==> src/rtl/flash_arbiter.sv <==
// -----------------------------------------------------------------------------
// flash_arbiter
//
// Shares one toggle-handshake flash read port between two requesters:
//   client A - ROM loader
//   client B - secondary reader (save / OSD data)
// One read is in flight at a time. The returned word is captured into a data
// register owned by the winning client. A WAIT-state timer aborts reads that
// the controller never answers, returning TO_DATA instead.
//
// Build option:
//   FLASH_ARB_RR_EN  defined   -> round-robin between A and B when both pending
//                    undefined -> fixed priority, A over B
//
// Parameters:
//   TIMEOUT_CYCLES  WAIT-state cycle limit before a read is aborted (0 = never)
//   TO_DATA         word handed to the client when a read times out
//
// Ports:
//   iclk, ireset_n        clock, asynchronous active-low reset
//   ia_addr/ia_req        client A address / request toggle
//   oa_ack/oa_data        client A ack toggle / read data
//   ib_addr/ib_req        client B address / request toggle
//   ob_ack/ob_data        client B ack toggle / read data
//   ofl_addr/ofl_req      flash controller address / request toggle
//   ifl_ack/ifl_data      flash controller ack toggle / read data
//   ogrant                owner of the current/last transfer (0=A, 1=B)
//   obusy                 high whenever the FSM is not IDLE
//   otimeout              sticky: a timeout has occurred since reset
// -----------------------------------------------------------------------------
module flash_arbiter #(
  parameter int unsigned TIMEOUT_CYCLES = 1024,
  parameter logic [15:0] TO_DATA        = 16'hFFFF
) (
  input  logic        iclk,
  input  logic        ireset_n,
  input  logic [22:0] ia_addr,
  input  logic        ia_req,
  output logic        oa_ack,
  output logic [15:0] oa_data,
  input  logic [22:0] ib_addr,
  input  logic        ib_req,
  output logic        ob_ack,
  output logic [15:0] ob_data,
  output logic [22:0] ofl_addr,
  output logic        ofl_req,
  input  logic        ifl_ack,
  input  logic [15:0] ifl_data,
  output logic        ogrant,
  output logic        obusy,
  output logic        otimeout
);

  // Timer must be able to hold TIMEOUT_CYCLES; keep at least one bit when the
  // timeout is disabled so the register stays legal.
  localparam int unsigned TW = (TIMEOUT_CYCLES == 0) ? 1 : $clog2(TIMEOUT_CYCLES + 1);
  localparam logic [TW-1:0] TIMER_MAX = {TW{1'b1}};
  localparam logic [TW-1:0] TO_LAST   = (TIMEOUT_CYCLES == 0) ? '0 : TW'(TIMEOUT_CYCLES - 1);

  typedef enum logic [1:0] {
    ST_IDLE  = 2'd0,
    ST_ISSUE = 2'd1,
    ST_WAIT  = 2'd2,
    ST_DONE  = 2'd3
  } state_t;

  state_t        state_reg,   state_next;
  logic          grant_reg,   grant_next;
  logic [22:0]   fl_addr_reg, fl_addr_next;
  logic          fl_req_reg,  fl_req_next;
  logic          a_ack_reg,   a_ack_next;
  logic          b_ack_reg,   b_ack_next;
  logic [15:0]   a_data_reg,  a_data_next;
  logic [15:0]   b_data_reg,  b_data_next;
  logic [TW-1:0] timer_reg,   timer_next;
  logic          timeout_reg, timeout_next;

  logic a_pend;
  logic b_pend;
  logic pick_b;

  // A client is pending while its request toggle differs from its ack toggle.
  assign a_pend = (ia_req != a_ack_reg);
  assign b_pend = (ib_req != b_ack_reg);

`ifdef FLASH_ARB_RR_EN
  // Remembers the last winner so that a double request goes to the other one.
  logic last_reg, last_next;

  assign pick_b = b_pend && (!a_pend || !last_reg);
`else
  assign pick_b = b_pend && !a_pend;
`endif

  // ---------------------------------------------------------------------------
  // Next-state / datapath logic
  // ---------------------------------------------------------------------------
  always_comb begin
    state_next   = state_reg;
    grant_next   = grant_reg;
    fl_addr_next = fl_addr_reg;
    fl_req_next  = fl_req_reg;
    a_ack_next   = a_ack_reg;
    b_ack_next   = b_ack_reg;
    a_data_next  = a_data_reg;
    b_data_next  = b_data_reg;
    timer_next   = timer_reg;
    timeout_next = timeout_reg;
`ifdef FLASH_ARB_RR_EN
    last_next    = last_reg;
`endif

    case (state_reg)
      ST_IDLE: begin
        if (a_pend || b_pend) begin
          grant_next   = pick_b;
          fl_addr_next = pick_b ? ib_addr : ia_addr;
`ifdef FLASH_ARB_RR_EN
          last_next    = pick_b;
`endif
          state_next   = ST_ISSUE;
        end
      end

      ST_ISSUE: begin
        // Derive the new toggle from the controller's ack rather than flipping
        // our own copy: a read aborted by timeout leaves the two out of step.
        fl_req_next = ~ifl_ack;
        timer_next  = '0;
        state_next  = ST_WAIT;
      end

      ST_WAIT: begin
        if (fl_req_reg == ifl_ack) begin
          if (grant_reg) b_data_next = ifl_data;
          else           a_data_next = ifl_data;
          state_next = ST_DONE;
        end else begin
          if (timer_reg != TIMER_MAX) timer_next = timer_reg + TW'(1);
          if ((TIMEOUT_CYCLES != 0) && (timer_reg == TO_LAST)) begin
            if (grant_reg) b_data_next = TO_DATA;
            else           a_data_next = TO_DATA;
            timeout_next = 1'b1;
            state_next   = ST_DONE;
          end
        end
      end

      ST_DONE: begin
        if (grant_reg) b_ack_next = ~b_ack_reg;
        else           a_ack_next = ~a_ack_reg;
        state_next = ST_IDLE;
      end

      default: state_next = ST_IDLE;
    endcase
  end

  // ---------------------------------------------------------------------------
  // State registers
  // ---------------------------------------------------------------------------
  always_ff @(posedge iclk or negedge ireset_n) begin
    if (!ireset_n) begin
      state_reg   <= ST_IDLE;
      grant_reg   <= 1'b0;
      fl_addr_reg <= '0;
      fl_req_reg  <= 1'b0;
      a_ack_reg   <= 1'b0;
      b_ack_reg   <= 1'b0;
      a_data_reg  <= '0;
      b_data_reg  <= '0;
      timer_reg   <= '0;
      timeout_reg <= 1'b0;
`ifdef FLASH_ARB_RR_EN
      last_reg    <= 1'b0;
`endif
    end else begin
      state_reg   <= state_next;
      grant_reg   <= grant_next;
      fl_addr_reg <= fl_addr_next;
      fl_req_reg  <= fl_req_next;
      a_ack_reg   <= a_ack_next;
      b_ack_reg   <= b_ack_next;
      a_data_reg  <= a_data_next;
      b_data_reg  <= b_data_next;
      timer_reg   <= timer_next;
      timeout_reg <= timeout_next;
`ifdef FLASH_ARB_RR_EN
      last_reg    <= last_next;
`endif
    end
  end

  assign oa_ack   = a_ack_reg;
  assign oa_data  = a_data_reg;
  assign ob_ack   = b_ack_reg;
  assign ob_data  = b_data_reg;
  assign ofl_addr = fl_addr_reg;
  assign ofl_req  = fl_req_reg;
  assign ogrant   = grant_reg;
  assign obusy    = (state_reg != ST_IDLE);
  assign otimeout = timeout_reg;

endmodule

==> config.mk <==
export PLATFORM = sky130hd
export DESIGN_NAME = flash_arbiter
export DESIGN_NICKNAME = d
export VERILOG_FILES = /design/src/rtl/flash_arbiter.sv
export SDC_FILE = /design/constraint.sdc
export NUM_CORES = 1
export LEC_CHECK = 0
export ABC_AREA = 1
export BUFFER_PORTS_ARGS = -buffer_cell sky130_fd_sc_hd__buf_2
export CELL_PAD_IN_SITES_DETAIL_PLACEMENT = 2
export CELL_PAD_IN_SITES_GLOBAL_PLACEMENT = 2
export CORE_MARGIN = 5
export CORE_UTILIZATION = 32
export CTS_BUF_LIST = sky130_fd_sc_hd__clkbuf_8
export DETAILED_ROUTE_END_ITERATION = 16
export HOLD_SLACK_MARGIN = 0.12
export PLACE_DENSITY_LB_ADDON = 0.1
export SETUP_SLACK_MARGIN = 0.02
export SLEW_MARGIN = 20
export SYNTH_ARGS = -nofsm -noshare
export SYNTH_HDL_FRONTEND = slang
export SYNTH_SLANG_ARGS = --single-unit
==> constraint.sdc <==
create_clock -name iclk -period 3.7 [get_ports iclk]
set_clock_uncertainty 0.1 [all_clocks]
set_input_delay 0.74 -clock iclk [delete_from_list [all_inputs] [get_ports iclk]]
set_output_delay 0.74 -clock iclk [all_outputs]
set_load 0.01 [all_outputs]
* Word level (Yosys, flattened, before mapping)
Cells that the tools add are included.
** Operators by class
- $add $sub $neg :: 1
- Eq/ne operators :: 16
- Multiplexer cells :: 16
- Bitwise logic cells :: 5
- Reduce and logical (&&, ||, !) cells :: 15
** Operator list (count)
- $mux W16 :: 8
- $mux W23 :: 1
- $mux W11 :: 2
- $pmux W11 S2 :: 1
- $ne A2 B2 Y1 const B :: 7
- $add A11 B1 Y11 const B :: 1
- $eq A11 B10 Y1 const B :: 1
- $ne A11 B11 Y1 const B :: 1
- $pmux W2 S4 :: 1
- $reduce_and A2 Y1 :: 4
- $reduce_and A4 Y1 :: 2
- $mux W2 :: 3
- $reduce_and A3 Y1 :: 2
- $reduce_bool A2 Y1 :: 3
- $not A1 Y1 :: 5
- $eq A2 B2 Y1 const B :: 2
- $ne A3 B3 Y1 const B :: 1
- $eq A2 B1 Y1 const B :: 1
- $logic_not A2 Y1 :: 1
- $ne A1 B1 Y1 :: 2
- $eq A1 B1 Y1 :: 1
- $logic_and A1 B1 Y1 :: 1
- $logic_not A1 Y1 :: 1
- $logic_or A1 B1 Y1 :: 1
** Word-level totals
- Register bits after elaboration :: 73
- Input port bits :: 67
- Word-level logic and storage cells :: 63

* Logic depth before layout (Yosys ltp)
Gate-level depths: netlist of run 1.
- Depth after elaboration :: 4
- Gate-level depth with buffers :: 9

* Worst setup path before layout of run 1
No wires, ideal clock.
- Path kind :: in2reg
- From :: input port ib_req
- To :: register fl_addr_reg[11] (netlist: ofl_addr[11])
- Setup time :: 0.124 ns
- Data arrival time :: 1.497 ns
- Required time :: 3.476 ns
- Setup slack :: 1.980 ns
- Cell stages on the path :: 5
- Cells stage by stage :: xor2_1 nand2_2 buf_6 o211ai_1 nand2_1
** Between the ends
- Cells in the longest elaborated chain, start to end :: 3
- Elaborated cells on any way between the ends :: 5
- Those cells by class :: eq/ne (1); mux (1); reduce/logical (3)
** Ends and longest elaborated chain
- start: declaration :: line 42 : input logic ib_req,
- $ne A1 B1 Y1 * :: line 84 : assign b_pend = (ib_req != b_ack_reg);
- $logic_and A1 B1 Y1 or $logic_or A1 B1 Y1 (tied branches) :: line 92, 115
- $mux W23 or $reduce_and A2 Y1 (tied branches)
- end signal: assignment :: line 180 : fl_addr_reg <= fl_addr_next;
- end: declaration :: line 69 : logic [22:0] fl_addr_reg, fl_addr_next;
Mark *: on every way between the ends. The rest lies on a longest branch, timed or not.
A chain may end at the register's enable or synchronous reset.

* Final worst setup path of run 1
- From :: register timer_reg[0]
- To :: register timer_reg[7]
** Between the ends
- Cells in the longest elaborated chain, start to end :: 4
- Elaborated cells on any way between the ends :: 7
- Those cells by class :: add/sub (1); eq/ne (2); mux (3); reduce/logical (1)
** Ends and longest elaborated chain
- start: declaration :: line 75 : logic [TW-1:0] timer_reg, timer_next;
- start signal: assignment :: line 186 : timer_reg <= timer_next;
- $add A11 B1 Y11 :: line 139 : if (timer_reg != TIMER_MAX) timer_next = timer_reg + TW'(1);
- $mux W11 :: line 139
- $mux W11 :: line 134 : if (fl_req_reg == ifl_ack) begin
- $pmux W11 S2 :: line 113 : case (state_reg)
Parallel ways exist; a longest one is shown, timed or not. The select of a mux whose other input is x is not followed.

==> reports/results.txt, run 1 <==
Status = completed
# fillers = 1312
Worst Setup Slack, final = 1370 ps
Largest net degree at the start of global routing = 74
ANT cells = 0
Reg2reg start = timer_reg[0]
Clock sink total = 73
Pre-CTS WS = 1300 ps
CP Cell Sequence = ha_1 > nand2_2 > nor2_8 > nand3_1 > nand2_1 > nand2_1 > nand4_1 > nand2_1
GRT Resource Usage Total = 16.5%
Synth cell types = 28
VDD IR max = 297 uV
Top cells by area, synth = dfrtp_1 50%, nand2_1 13%, o21ai_2 7.6%
First-pass GRT wire length = 17900 um
Main flop type after synthesis = dfrtp_1
Critical Path End Type = register
Die Y = 117 um
Seq/Total Area, Yosys = 49.7%
Netlist Area Pre-Place = 0.00368 mm2
PostCTS Resize Cnt = 0
Post-Synth XOR/XNOR Area = 1.19%
Initial antenna violation count = 0
Share of the synthesized area in the top cell type = 49.7%
Detailed Place HPWL = 8010 um
Compound-Gate Fraction of Synth Area = 13.6%
Simple-gate area share of the yosys netlist = 25.7%
Vias/cell = 4.83
Slew HR = 48.8%
Slowest CP cell = dfrtp_1
Total power = 3880 uW
Hold Buf Count CTS = 0
CP bufs+invs = 0
Worst-Skew Late Latency = 350 ps
Synth Instances = 410
Critical path required time = 3840 ps
CP Class = register to register
Die area = 0.0137 mm2
Final hold slack = 312 ps
Max Fclk = 429 MHz
Cell Rows = 39
Routed WL per cell = 15.9 um
Reg2reg setup slack = 1370 ps
H-tree depth = 3
Worst-path fanout max = 12
Crit path time final = 2330 ps
Crit path top cell by count = nand2_1
Core area = 0.0113 mm2
Area delta synth->final = 24.7%
Fin crit share = 63.0%
Post-synthesis mux area share = 0%
Post-Route WL = 10800 um
Yosys Warn Count = 0
Final Max Tran Viols = 0
Post-route non-filler standard cell count = 679
Top cells by count, synth = 130 x nand2_1, 73 x dfrtp_1, 38 x inv_1
Finish-stage setup viols = 0
Via count of the first global-routing pass = 3609
Max reg flops = 23
Worst-margin pin slew = 765 ps
DR vias = 3282
Final Hold Fails = 0
Crit path max-delay family = simple AND/OR/NAND/NOR gates
Post-CTS Setup Bufs = 0
Ports = 128
Fraction of layout cells with a size suffix above 1 = 37.5%
Syn_nets = 482
Unrepaired setup endpoints after global routing = false
Largest family of logic cells by synthesized area = simple AND/OR/NAND/NOR gates
R2R depth = 8
CTS Root Buffer Type = clkbuf_8
Fin Setup TNS = 0 ps
Post-Synth Adder-Cell Area = 1.70%
Path type of the worst min-delay path = input pin to asynchronous set/reset pin
Count leader, synth = nand2_1
Number of detailed-route iterations in the first pass = 4
EDFF count, synth = 0
Final GP Congestion = 0.722
CP Data Arrival Time = 2470 ps
P per Cell Area = 846 mW/mm2
Dominant cell type by area after synthesis = dfrtp_1
Antenna Violating Nets Remaining = 0
DRC viols = 0
Multi-input gate area in the final layout = 0.00156 mm2
Chip Width = 117 um
CTS buffer count = 9
Clock tree buffer depth = 2
Clock-pin slew on the worst setup and hold paths = 70 ps
Grt total ovfl = 0
1st-iter DRT viols = 86
CTS tree = yes
Register bit total from synthesis = 73
Placed cells = 664
Setup crit start kind = register
Syn Area/Cell = 8.97 um2
IO buf count = 127
Net count reported at finish = 604
Reg2reg end = timer_reg[7]
Post-synth ARST share = 100%
Initial core utilization = 32.5%
Max cap viols = 0
Pleak = 0.00252 uW
CP peak stage delay = 530 ps
FF/Latch Area = 0.00183 mm2
[report_power, final]
group	total, uW	internal, uW	switching (uW)	leakage (uW)
Clock	705	395	310	0.000114
Sequential	1380	1150	231	0.000902
Combinational	1790	655	1140	0.00150
Total	3880	2200	1680	0.00252
[cell usage in the layout, fill, tap and decap left out, types with 11 or more instances in the layout]
cell type / count
o21ai_2: 33
nand4_1: 11
dfrtp_1: 73
nand3_1: 19
nand2_1: 130
buf_2: 126
nor2_1: 23
o211ai_1: 23
nand2_2: 12
inv_1: 39
[worst register-to-register path: cells and delay by family, from the launching register on]
kind,cells,cell delay [ps]
and+or+nand+nor,7,1320
DFF,1,530
adders and majority gates,1,270
[kinds of logic after synthesis]
family	Yosys count
flops	73
simple gates	206
fa+ha+maj	5
buf+inv	58
xor+xnor	5
compound gates	63
[metal layers]
layer	part of all wire, %	global-route usage [%]	vias up	wire (um)
li1	-	-	1559	-
met1	43	21.6	1621	4690
met2	48	26.7	92	5180
met3	7.9	5.45	10	854
met4	0.92	3.67	0	100
met5	0	0	-	0
[through the flow]
step | utilization, % | cell area, um2
2_1_floorplan | - | 3680
3_3_place_gp | 38.6 | 4360
3_5_place_dp | 38.6 | 4360
4_1_cts | 40.5 | 4580
5_1_grt | 40.5 | 4590
6_report | 40.5 | 4590
[layout make-up]
| cell class | count | share of cell area, % |
|---|---|---|
| Clock buffer | 10 | 3.00 |
| Tap cell | 143 | 3.90 |
| Clock inverter | 5 | 1.77 |
| Timing Repair Buffer | 129 | 14.3 |
| Sequential cell | 73 | 39.8 |
| Multi-Input combinational cell | 279 | 33.9 |
| Inverter | 40 | 3.27 |
[worst max path at each step]
stage,from,end,slack [ps],cells past startpoint
after detailed placement,ib_req,ofl_addr[2],1300,5
final,timer_reg[0],timer_reg[7],1370,8
after global routing,timer_reg[0],timer_reg[9],1180,8
after floorplan,ib_req,ofl_addr[11],1980,5
after global placement,ib_req,ofl_addr[14],1400,5
after CTS,timer_reg[0],timer_reg[7],1350,8
No activity file was read; power rests on OpenSTA's default activity.
==> run 2: changes to the inputs <==
Settings changed: CORE_UTILIZATION 32 to 27.
Clock period 3.7 ns to 1.9 ns, I/O delays scaled along.
==> run 2 against run 1 <==
Net effect:
- combinational power rose by 120%
- critical path depth fell by 4
- highest routed layer unchanged
- total power rose by 100%
- count of clock-buffer cells in the layout rose by 1
- worst hold slack got worse by 140 ps
- sequential cell count did not move
- sequential power rose by 94%
- first-iteration DRC count fell by 10%
- register-to-register slack got worse by 1200 ps
- largest power group unchanged
- final cell count rose by 7.2%
==> reports/results.txt, run 2 (synthesis results as in run 1) <==
Pre-CTS WS = -78.0 ps (-1380 ps)
Hold path cells = 2
Fin Setup TNS = 0 ps (unchanged)
Chip Width = 127 um (+8.1%)
R2R depth = 9 (+1)
CP Class = register to output port
H-tree depth = 3 (unchanged)
CP Data Arrival Time = 1310 ps (-1160 ps)
Final hold slack = 167 ps (-145 ps)
Worst Setup Slack, final = 106 ps (-1260 ps)
Max cap viols = 0 (unchanged)
Via count of the first global-routing pass = 3673 (+1.8%)
Worst-path fanout max = 5 (-7)
ANT cells = 0 (unchanged)
# fillers = 1511 (+15%)
Slowest CP cell = dfrtp_1
Cell Rows = 42 (+7.7%)
CP peak stage delay = 410 ps (-120 ps)
Pleak = 0.00260 uW (+3.2%)
FF/Latch Area = 0.00183 mm2 (unchanged)
Fin crit share = 94.4%
Path type of the worst min-delay path = input pin to register
VDD IR max = 391 uV (+32%)
Routed WL per cell = 15.4 um (-3.2%)
Crit path top cell by count = inv_1
GRT Resource Usage Total = 14.3% (-2.2 points)
1st-iter DRT viols = 77 (-10%)
CTS tree = yes
CTS buffer count = 9 (unchanged)
Reg2reg setup slack = 150 ps (-1220 ps)
CP Cell Sequence = inv_1 > ha_4 > inv_1 > buf_2
Reg2reg start = timer_reg[1]
IO buf count = 127 (unchanged)
Post-CTS Setup Bufs = 0 (unchanged)
Critical Path End Type = output port
Most frequent cells in the layout = 129 x nand2_1, 126 x buf_2, 73 x dfrtp_1
Hold endpoint = ofl_req
Worst-margin pin slew = 652 ps (-113 ps)
Fraction of layout cells with a size suffix above 1 = 39.7% (+2.2 points)
First-pass GRT wire length = 18600 um (+3.7%)
Status = completed
Clock tree buffer depth = 2 (unchanged)
Post-Route WL = 11200 um (+3.8%)
Detailed Place HPWL = 8600 um (+7.3%)
Post-Place Cell Area = 0.00457 mm2 (+4.7%)
Finish-stage setup viols = 0 (unchanged)
Unrepaired setup endpoints after global routing = false
Die area = 0.0161 mm2 (+17%)
P per Cell Area = 1620 mW/mm2 (+91%)
DR vias = 3257 (-0.76%)
Largest net degree at the start of global routing = 47 (-36%)
Grt total ovfl = 0 (unchanged)
Final Max Tran Viols = 0 (unchanged)
DRC viols = 0 (unchanged)
Multi-input gate area in the final layout = 0.00158 mm2 (+1.6%)
Initial antenna violation count = 0 (unchanged)
Final GP Congestion = 0.737 (+2.1%)
Net count reported at finish = 620 (+2.6%)
Worst-Skew Late Latency = 340 ps (about the same)
Initial core utilization = 27.7% (-4.8 points)
Vias/cell = 4.47 (-7.4%)
Slew HR = 56.4% (+7.6 points)
Clock-pin slew on the worst setup and hold paths = 70 ps (about the same)
Core area = 0.0133 mm2 (+17%)
Final Hold Fails = 0 (unchanged)
Area delta synth->final = 30.5%
Critical path required time = 1420 ps (-2420 ps)
Max reg flops = 23 (unchanged)
CTS Root Buffer Type = clkbuf_8
Ports = 128 (unchanged)
Setup crit start kind = register
Reg2reg end = ob_data[4]
Total power = 7770 uW (+100%)
Max Fclk = 557 MHz
Min-delay src = ifl_ack
Die Y = 127 um (+8.1%)
Design area = 0.00480 mm2 (+4.6%)
Clock sink total = 73 (unchanged)
Most common cell after layout, fill and taps aside = nand2_1
Number of detailed-route iterations in the first pass = 4 (unchanged)
Antenna Violating Nets Remaining = 0 (unchanged)
Crit path time final = 1790 ps
==> run 2: worst max path at each step <==
stage                            start         end  slack (ps)  cells past startpoint
after floorplan           timer_reg[0]  oa_data[6]         280                      9
after global placement          ia_req      ogrant         -40                      4
after detailed placement        ia_req      ogrant         -80                      4
after CTS                 state_reg[0]       obusy          30                      4
after global routing      timer_reg[1]  ob_data[8]          30                      9
final                     state_reg[1]       obusy         110                      4
==> run 2: layout make-up <==
class / count / area share, %
inverter: 40 / 3.13
timing repair buffer: 145 / 17.2
tap: 176 / 4.59
clock buffer: 11 / 3.15
clock inverter: 4 / 0.938
sequential: 73 / 38.1
multi-input combinational: 279 / 32.9
==> run 2: timing repair <==
item                                    CTS  global route
resized for setup                         3             3
hold endpoints to repair                 20             0
endpoints found under the setup margin    2            13
hold buffers                              1             0
pin swaps                                 0             0
==> run 2: per-stage QoR <==
step / std cells / utilization, %
final: 728 / 36.1
after global routing: 728 / 36.1
after CTS: 728 / 36.1
after detailed placement: 712 / 34.4
after global placement: 712 / 34.4
after floorplan: 410 / -
==> run 2: where the power goes <==
group / switching, uW / internal [uW] / leakage, uW
Combinational: 2340 / 1520 / 0.00159
Clock: 563 / 662 / 0.000104
Sequential: 438 / 2240 / 0.000902
==> run 2: layer usage <==
metal | vias to the layer above | global-route usage (%) | routed length [um]
met1 | 1561 | 17.6 | 4940
met2 | 91 | 23.6 | 5310
met3 | 12 | 4.71 | 836
li1 | 1593 | - | -
met4 | 0 | 5.17 | 150
met5 | - | 0 | 0
==> run 2: critical path: cells and delay by family (launching register included) <==
family	cells	cell delay, ps
buf+inv	3	370
fa+ha+maj	1	190
flops	1	410
